[config.mk]
export PLATFORM = sky130hd
export DESIGN_NAME = alu_issue_stage
export DESIGN_NICKNAME = d
export VERILOG_FILES = /design/src/rtl/alu_issue_stage_pkg.sv /design/src/rtl/alu_issue_stage_alu_fwd_mux.sv /design/src/rtl/alu_issue_stage.sv
export SDC_FILE = /design/constraint.sdc
export NUM_CORES = 1
export LEC_CHECK = 0
export CORE_MARGIN = 5
export CORE_UTILIZATION = 44
export CTS_CLUSTER_SIZE = 24
export DETAILED_ROUTE_END_ITERATION = 8
export PLACE_DENSITY = 0.83
export SLEW_MARGIN = 30
export SYNTH_ARGS = -nofsm -noshare
export SYNTH_HDL_FRONTEND = slang
export SYNTH_SLANG_ARGS = --single-unit
[constraint.sdc]
create_clock -name clock -period 8.2 [get_ports clock]
set_input_delay 2.05 -clock clock [delete_from_list [all_inputs] [get_ports clock]]
set_output_delay 2.05 -clock clock [all_outputs]
set_load 0.01 [all_outputs]
[src/rtl/alu_issue_stage_pkg.sv]
// Shared definitions for the ALU issue/result front end.
// Holds the default datapath widths, the ALU op encodings driven on
// io_alu_sw and the operand-select encodings seen on io_in_asel/io_in_bsel.
package alu_issue_stage_pkg;

    localparam int XLEN_DEF      = 32;
    localparam int REG_IDX_W_DEF = 5;
    localparam int OVF_CNT_W_DEF = 16;

    // Op codes understood by the downstream ALU; 5..7 make it output zero.
    typedef enum logic [2:0] {
        ALU_ADD = 3'd0,
        ALU_SUB = 3'd1,
        ALU_AND = 3'd2,
        ALU_OR  = 3'd3,
        ALU_XOR = 3'd4
    } alu_op_e;

    // Operand A source; 3 behaves like ASEL_ZERO.
    localparam logic [1:0] ASEL_SRC1 = 2'd0;
    localparam logic [1:0] ASEL_PC   = 2'd1;
    localparam logic [1:0] ASEL_ZERO = 2'd2;

    // Operand B source.
    localparam logic BSEL_SRC2 = 1'b0;
    localparam logic BSEL_IMM  = 1'b1;

endpackage

[src/rtl/alu_issue_stage_alu_fwd_mux.sv]
// alu_fwd_mux: priority operand forwarding for one source register.
// Ports:
//   rs                      source register index of the incoming op
//   raw                     register-file read value for rs
//   s1_valid/s1_wen/s1_rd   issue-stage occupant; s1_data is the live ALU result
//   s2_valid/s2_wen/s2_rd   result-stage occupant; s2_data is its stored result
//   data                    selected operand value
// The younger op (S1) wins over the older one (S2); index 0 never forwards.
module alu_fwd_mux
    import alu_issue_stage_pkg::*;
#(
    parameter int XLEN      = XLEN_DEF,
    parameter int REG_IDX_W = REG_IDX_W_DEF
) (
    input  logic [REG_IDX_W-1:0] rs,
    input  logic [XLEN-1:0]      raw,
    input  logic                 s1_valid,
    input  logic                 s1_wen,
    input  logic [REG_IDX_W-1:0] s1_rd,
    input  logic [XLEN-1:0]      s1_data,
    input  logic                 s2_valid,
    input  logic                 s2_wen,
    input  logic [REG_IDX_W-1:0] s2_rd,
    input  logic [XLEN-1:0]      s2_data,
    output logic [XLEN-1:0]      data
);

    function automatic logic rd_match(input logic                 valid,
                                      input logic                 wen,
                                      input logic [REG_IDX_W-1:0] rd,
                                      input logic [REG_IDX_W-1:0] src);
        return valid && wen && (rd != {REG_IDX_W{1'b0}}) && (rd == src);
    endfunction

    logic s1_hit_s;
    logic s2_hit_s;

    assign s1_hit_s = rd_match(s1_valid, s1_wen, s1_rd, rs);
    assign s2_hit_s = rd_match(s2_valid, s2_wen, s2_rd, rs);

    // Pick the youngest in-flight producer of rs, else the register file.
    always_comb begin
        data = raw;
        if (s1_hit_s) begin
            data = s1_data;
        end else if (s2_hit_s) begin
            data = s2_data;
        end else begin
            data = raw;
        end
    end

endmodule

[src/rtl/alu_issue_stage.sv]
// alu_issue_stage: two-stage execute front end around a combinational ALU.
// Ports:
//   clock, reset (async, active-high), io_flush (sync kill of S1 and S2)
//   io_in_*    decoded op with valid/ready handshake
//   io_alu_*   S1 operands/op out to the ALU, ALU result and flags back in
//   io_out_*   S2 result with valid/ready handshake toward MEM/WB
//   io_cnt_issued  wrapping count of S1->S2 transfers
//   io_cnt_ovf     saturating count of transfers carrying overflow
module alu_issue_stage
    import alu_issue_stage_pkg::*;
#(
    parameter int XLEN      = XLEN_DEF,
    parameter int REG_IDX_W = REG_IDX_W_DEF,
    parameter int OVF_CNT_W = OVF_CNT_W_DEF
) (
    input  logic                 clock,
    input  logic                 reset,
    input  logic                 io_flush,
    input  logic                 io_in_valid,
    output logic                 io_in_ready,
    input  logic [XLEN-1:0]      io_in_src1,
    input  logic [XLEN-1:0]      io_in_src2,
    input  logic [XLEN-1:0]      io_in_pc,
    input  logic [XLEN-1:0]      io_in_imm,
    input  logic [1:0]           io_in_asel,
    input  logic                 io_in_bsel,
    input  logic [2:0]           io_in_sw,
    input  logic [REG_IDX_W-1:0] io_in_rs1,
    input  logic [REG_IDX_W-1:0] io_in_rs2,
    input  logic [REG_IDX_W-1:0] io_in_rd,
    input  logic                 io_in_wen,
    output logic [XLEN-1:0]      io_alu_a,
    output logic [XLEN-1:0]      io_alu_b,
    output logic [2:0]           io_alu_sw,
    input  logic [XLEN-1:0]      io_alu_out,
    input  logic                 io_alu_carry,
    input  logic                 io_alu_overflow,
    output logic                 io_out_valid,
    input  logic                 io_out_ready,
    output logic [XLEN-1:0]      io_out_result,
    output logic [REG_IDX_W-1:0] io_out_rd,
    output logic                 io_out_wen,
    output logic                 io_out_carry,
    output logic                 io_out_overflow,
    output logic [31:0]          io_cnt_issued,
    output logic [OVF_CNT_W-1:0] io_cnt_ovf
);

    // Issue stage (S1) state; payload drives the ALU directly.
    logic                 s1_valid_r;
    logic [XLEN-1:0]      s1_a_r;
    logic [XLEN-1:0]      s1_b_r;
    logic [2:0]           s1_sw_r;
    logic [REG_IDX_W-1:0] s1_rd_r;
    logic                 s1_wen_r;
    // Result stage (S2) state.
    logic                 s2_valid_r;
    logic [XLEN-1:0]      s2_result_r;
    logic [REG_IDX_W-1:0] s2_rd_r;
    logic                 s2_wen_r;
    logic                 s2_carry_r;
    logic                 s2_ovf_r;
    // Event counters.
    logic [31:0]          cnt_issued_r;
    logic [OVF_CNT_W-1:0] cnt_ovf_r;
    // Flow control and operand selection.
    logic                 s2_free_s;
    logic                 s1_adv_s;
    logic                 accept_s;
    logic [XLEN-1:0]      fwd_a_s;
    logic [XLEN-1:0]      fwd_b_s;
    logic [XLEN-1:0]      op_a_s;
    logic [XLEN-1:0]      op_b_s;

    assign s2_free_s   = !s2_valid_r || io_out_ready;
    assign s1_adv_s    = s1_valid_r && s2_free_s;
    assign io_in_ready = !io_flush && (!s1_valid_r || s2_free_s);
    assign accept_s    = io_in_valid && io_in_ready;

    alu_fwd_mux #(.XLEN(XLEN), .REG_IDX_W(REG_IDX_W)) u_fwd_a (
        .rs(io_in_rs1), .raw(io_in_src1),
        .s1_valid(s1_valid_r), .s1_wen(s1_wen_r), .s1_rd(s1_rd_r), .s1_data(io_alu_out),
        .s2_valid(s2_valid_r), .s2_wen(s2_wen_r), .s2_rd(s2_rd_r), .s2_data(s2_result_r),
        .data(fwd_a_s)
    );

    alu_fwd_mux #(.XLEN(XLEN), .REG_IDX_W(REG_IDX_W)) u_fwd_b (
        .rs(io_in_rs2), .raw(io_in_src2),
        .s1_valid(s1_valid_r), .s1_wen(s1_wen_r), .s1_rd(s1_rd_r), .s1_data(io_alu_out),
        .s2_valid(s2_valid_r), .s2_wen(s2_wen_r), .s2_rd(s2_rd_r), .s2_data(s2_result_r),
        .data(fwd_b_s)
    );

    // Operand A/B selection; pc, imm and zero bypass forwarding.
    always_comb begin
        op_a_s = {XLEN{1'b0}};
        op_b_s = fwd_b_s;
        case (io_in_asel)
            ASEL_SRC1: op_a_s = fwd_a_s;
            ASEL_PC:   op_a_s = io_in_pc;
            default:   op_a_s = {XLEN{1'b0}};
        endcase
        if (io_in_bsel == BSEL_IMM) begin
            op_b_s = io_in_imm;
        end else begin
            op_b_s = fwd_b_s;
        end
    end

    // S1 register: load on accept, drain on advance, kill on flush.
    always_ff @(posedge clock or posedge reset) begin
        if (reset) begin
            s1_valid_r <= 1'b0;
            s1_a_r     <= {XLEN{1'b0}};
            s1_b_r     <= {XLEN{1'b0}};
            s1_sw_r    <= 3'd0;
            s1_rd_r    <= {REG_IDX_W{1'b0}};
            s1_wen_r   <= 1'b0;
        end else if (io_flush) begin
            s1_valid_r <= 1'b0;
        end else if (accept_s) begin
            s1_valid_r <= 1'b1;
            s1_a_r     <= op_a_s;
            s1_b_r     <= op_b_s;
            s1_sw_r    <= io_in_sw;
            s1_rd_r    <= io_in_rd;
            s1_wen_r   <= io_in_wen;
        end else if (s1_adv_s) begin
            s1_valid_r <= 1'b0;
        end
    end

    // S2 register: capture ALU result on advance, clear when consumed alone.
    always_ff @(posedge clock or posedge reset) begin
        if (reset) begin
            s2_valid_r  <= 1'b0;
            s2_result_r <= {XLEN{1'b0}};
            s2_rd_r     <= {REG_IDX_W{1'b0}};
            s2_wen_r    <= 1'b0;
            s2_carry_r  <= 1'b0;
            s2_ovf_r    <= 1'b0;
        end else if (io_flush) begin
            s2_valid_r <= 1'b0;
        end else if (s1_adv_s) begin
            s2_valid_r  <= 1'b1;
            s2_result_r <= io_alu_out;
            s2_rd_r     <= s1_rd_r;
            s2_wen_r    <= s1_wen_r;
            s2_carry_r  <= io_alu_carry;
            s2_ovf_r    <= io_alu_overflow;
        end else if (io_out_ready) begin
            s2_valid_r <= 1'b0;
        end
    end

    // Counters: issued wraps, overflow saturates; killed ops are not counted.
    always_ff @(posedge clock or posedge reset) begin
        if (reset) begin
            cnt_issued_r <= 32'd0;
            cnt_ovf_r    <= {OVF_CNT_W{1'b0}};
        end else if (!io_flush && s1_adv_s) begin
            cnt_issued_r <= cnt_issued_r + 32'd1;
            if (io_alu_overflow && (cnt_ovf_r != {OVF_CNT_W{1'b1}})) begin
                cnt_ovf_r <= cnt_ovf_r + {{(OVF_CNT_W-1){1'b0}}, 1'b1};
            end
        end
    end

    assign io_alu_a        = s1_a_r;
    assign io_alu_b        = s1_b_r;
    assign io_alu_sw       = s1_sw_r;
    assign io_out_valid    = s2_valid_r;
    assign io_out_result   = s2_result_r;
    assign io_out_rd       = s2_rd_r;
    assign io_out_wen      = s2_wen_r;
    assign io_out_carry    = s2_carry_r;
    assign io_out_overflow = s2_ovf_r;
    assign io_cnt_issued   = cnt_issued_r;
    assign io_cnt_ovf      = cnt_ovf_r;

endmodule

==> impl_results.md <==
* Syn Nets at roughly 1100
* Nets at about 1400
* Post-route ant nets at 0
* Sequential power share at 0.403
* All-layer global routing usage at 0.3021
* Main combinational cell family by area after synthesis: compound AO/OA/AOI/OAI gates
* Post-synthesis cell type count at 47
* DR iter-0 viols at 614
* CP endpoint kind: output pin
* Crit Path Class: input port to output pin
* Net Switching at 805.7 µW
* Pleak at about 5.2 nW
* Post-synth EDFFs at 0
* DRC at 0
* Final hold violations at 0
* Final Skew at 0.01038 ns
* P per Cell Area at 196.5 mW/mm²
* Area growth, synth to finish at 47.81%
* Crit-path slowest cell: nor2b_1
* Crit path max fanout at 9
* CTS tree: yes
* Initial core utilization at 0.4506
* Post-CTS sizing at 0
* Clk sinks at 163
* Die height at 151.6 µm
* Fin. max-slew vios at 0
* Initial antenna violation count at 3
* Post-Synth XOR/XNOR Area at 0.06449
* Sum Neg Setup Slack at 0 ns
* Row Count at 51
* Detail Placement HPWL at ~24 mm
* Async SR Flop Fraction at 1.000
* Period utilisation layout at 0.7293
* Post-Syn Area at 0.008827 mm²
* Latest clock arrival within the worst-skew pair at 0.43 ns
* Syn_area_per_cell at 10.13 µm²
* Status: completed
* Commonest cells in the netlist: 163 x dfrtp_1, 81 x a21oi_1, 53 x clkbuf_1
* Min cycle time layout at 5.980 ns
* WP data arrival at approximately 3.9 ns
* Main synth FF type: dfrtp_1
* Maximum capacitance violations at 0
* Max stage delay on crit path at ~0.64 ns
* Global placement routability congestion at 0.8997
* Pwr Total at 2.564 mW
* # fillers at 1541
* Post-Layout Inst Area at roughly 0.013 mm²
* Int Pwr at around 1.8 mW
* Layout cells sized above 1 at 0.1042
* Most common cell in the synthesized netlist: dfrtp_1
* Footprint of the multi-input gates at 0.004433 mm²
* Synth Area in Compound Gates at 0.2152
* DRT Pass-1 Iters at 5
* Maximum VDD drop at 0.0001431 V
* Adder-cell area share of the yosys netlist at 0.002835
* GRT overflow at 0
* Post-CTS setup buffer count at 0
* Inserted Clock Buffers at 17
* Yosys warns at 0
* DR vias/cell at 6.060
* Hold Buf Count CTS at 0
* Pin count of the biggest net entering global routing at 109
* Critical-path cell list: clkdlybuf4s50_1, nor2b_1, a21oi_1, clkdlybuf4s50_1
* Die ar. at 0.02299 mm²
* Finished Layout Cells at 1456
* Clock share of power at 0.315
* Worst slew pin tran at 0.9243 ns
* Placed Instances at 1422
* Post-Route WL at 35.16 mm
* Core footprint at 0.01959 mm²
* Final setup viols at 0
* Clk root buf: clkbuf_16
* Fmax achieved at 167.2 MHz
* Cell taking the most area after synthesis: dfrtp_1
* IO Count at roughly 350
* Worst endpoint required time at 6.15 ns
* RSZ-0062 raised after global routing: no
* Mapped Cells at 871
* H-tree level count at 4
* DR WL/cell at ~24 µm
* Mux cell area share after synthesis at 0.05358
* Clock transition at the registers of the reported paths at about 0.070 ns
* Width of the die at 151.6 µm
* Top post-synthesis cells by area: dfrtp_1 46%, mux2_2 5.4%, a21oi_1 4.6%, xnor2_1 4.3%, a221o_1 3.5%
* Max clock buf depth at 2
* Hold WS at 0.4750 ns
* DP Area at 0.01244 mm²
* Port Buffers at about 350
* Slew headroom at 0.3838
* Via Count at 8823
* Vias in the first global route at 9076
* Startpoint Class: input port
* Yosys top cell area share at 0.4621
* Simple-Gate Fraction of Synth Area at 0.1590
* Register area at 0.004079 mm²
* Cell mode on critical path: clkdlybuf4s50_1
* Net Sw Frac at 0.3142
* #FFs+latches synth at 163
* Worst hold path type: register to register
* Combinational share of power at 0.281
* First-pass GRT wire length at around 53 mm
* Sequential fraction of the synthesis area at 0.4621
## power by group through the flow
stage | clock (mW) | sequential (mW) | combinational [mW]
2_1_floorplan | 0 | 1.06 | 0.261
3_3_place_gp | 0 | 1.04 | 0.704
3_5_place_dp | 0 | 1.04 | 0.717
4_1_cts | 0.822 | 1.03 | 0.722
5_1_grt | 0.861 | 1.05 | 0.767
6_report | 0.809 | 1.03 | 0.721
## worst max-delay path, delay by kind of cell
family | cells | cell delay (ns)
simple gates | 1 | 0.64
compound gates | 1 | 0.29
buf+inv | 2 | 0.95
## kinds of logic (layout without fill, tap and decap cells)
group / after synthesis / count (layout)
flops: 163 / 163
fa+ha+maj: 2 / 2
buf+inv: 81 / 400
compound gates: 263 / 263
xor+xnor: 65 / 65
simple gates: 255 / 255
other cells: 0 / 1
mux: 42 / 42
## state kept, by name, summed over array words and instances (netlist names)
| name | count |
|---|---|
| io_out_overflow | 1 |
| s1_rd_r | 5 |
| io_out_carry | 1 |
| io_out_result | 32 |
| io_alu_a | 32 |
| io_alu_sw | 3 |
| io_alu_b | 32 |
| io_out_wen | 1 |
| io_out_rd | 5 |
| io_cnt_issued | 32 |
| s1_valid_r | 1 |
| s1_wen_r | 1 |
| io_cnt_ovf | 16 |
| io_out_valid | 1 |
## area by class of cell
class / count / share of cell area
clock buffers: 18 / 0.03289
well taps: 265 / 0.02541
diodes: 1 / 0.0001918
inverters: 7 / 0.002589
multi-input cells: 627 / 0.3398
flip-flops and latches: 163 / 0.3126
clock inverters: 14 / 0.01151
repair buffers: 361 / 0.2750
## path summary, 6_finish.rpt
| path | endpoint | cells past startpoint | start | slack [ns] |
|---|---|---|---|---|
| max in group asynchronous | io_out_rd[0] | 3 | reset | 4.77 |
| setup / recovery | io_in_ready | 4 | io_out_ready | 2.22 |
| hold reg to reg | io_cnt_issued[31] | 1 | io_cnt_issued[31] | 0.48 |
| setup reg to reg | io_alu_a[4] | 5 | io_out_valid | 5.21 |
| hold / removal | io_cnt_issued[31] | 1 | io_cnt_issued[31] | 0.48 |
| min in group asynchronous | io_cnt_issued[25] | 2 | reset | 2.15 |
## per-layer routing
layer / GRT usage / share of wire / vias up
li1: - / - / 3904
met1: 0.3724 / 0.38 / 4306
met2: 0.4847 / 0.47 / 519
met3: 0.1011 / 0.11 / 90
met4: 0.1316 / 0.037 / 4
met5: 0 / 0.0011 / -
## layout by cell type (no fill, tap or decap), drive strengths merged, types with 2 or more instances in the layout
master / Yosys / layout
xor2: 22 / 22
bufinv: 0 / 2
nor4: 4 / 4
o211ai: 3 / 3
nand2b: 3 / 3
a221o: 31 / 31
nor3: 26 / 26
o22a: 32 / 32
dfrtp: 163 / 163
buf: 21 / 17
xnor2: 43 / 43
o31ai: 33 / 33
and4: 24 / 24
clkbuf: 53 / 18
a311o: 13 / 13
clkinv: 0 / 3
inv: 7 / 13
and3: 27 / 27
or2: 5 / 5
clkinvlp: 0 / 3
clkdlybuf4s50: 0 / 344
o21ai: 45 / 45
nor2b: 4 / 4
nand4: 27 / 27
or4: 2 / 2
mux2: 42 / 42
ha: 2 / 2
nand3: 48 / 48
and2: 4 / 4
nand2: 44 / 44
a21oi: 81 / 81
a211oi: 21 / 21
nor2: 35 / 35
## through the flow
stage | utilization | worst slack, ns
floorplan | - | 1.745
global placement | 0.6342 | 2.236
detailed placement | 0.6349 | 2.209
CTS | 0.6645 | 2.206
global route | 0.6660 | 2.107
finish | 0.6660 | 2.220
Note: power is estimated with default switching activity, not from simulation.
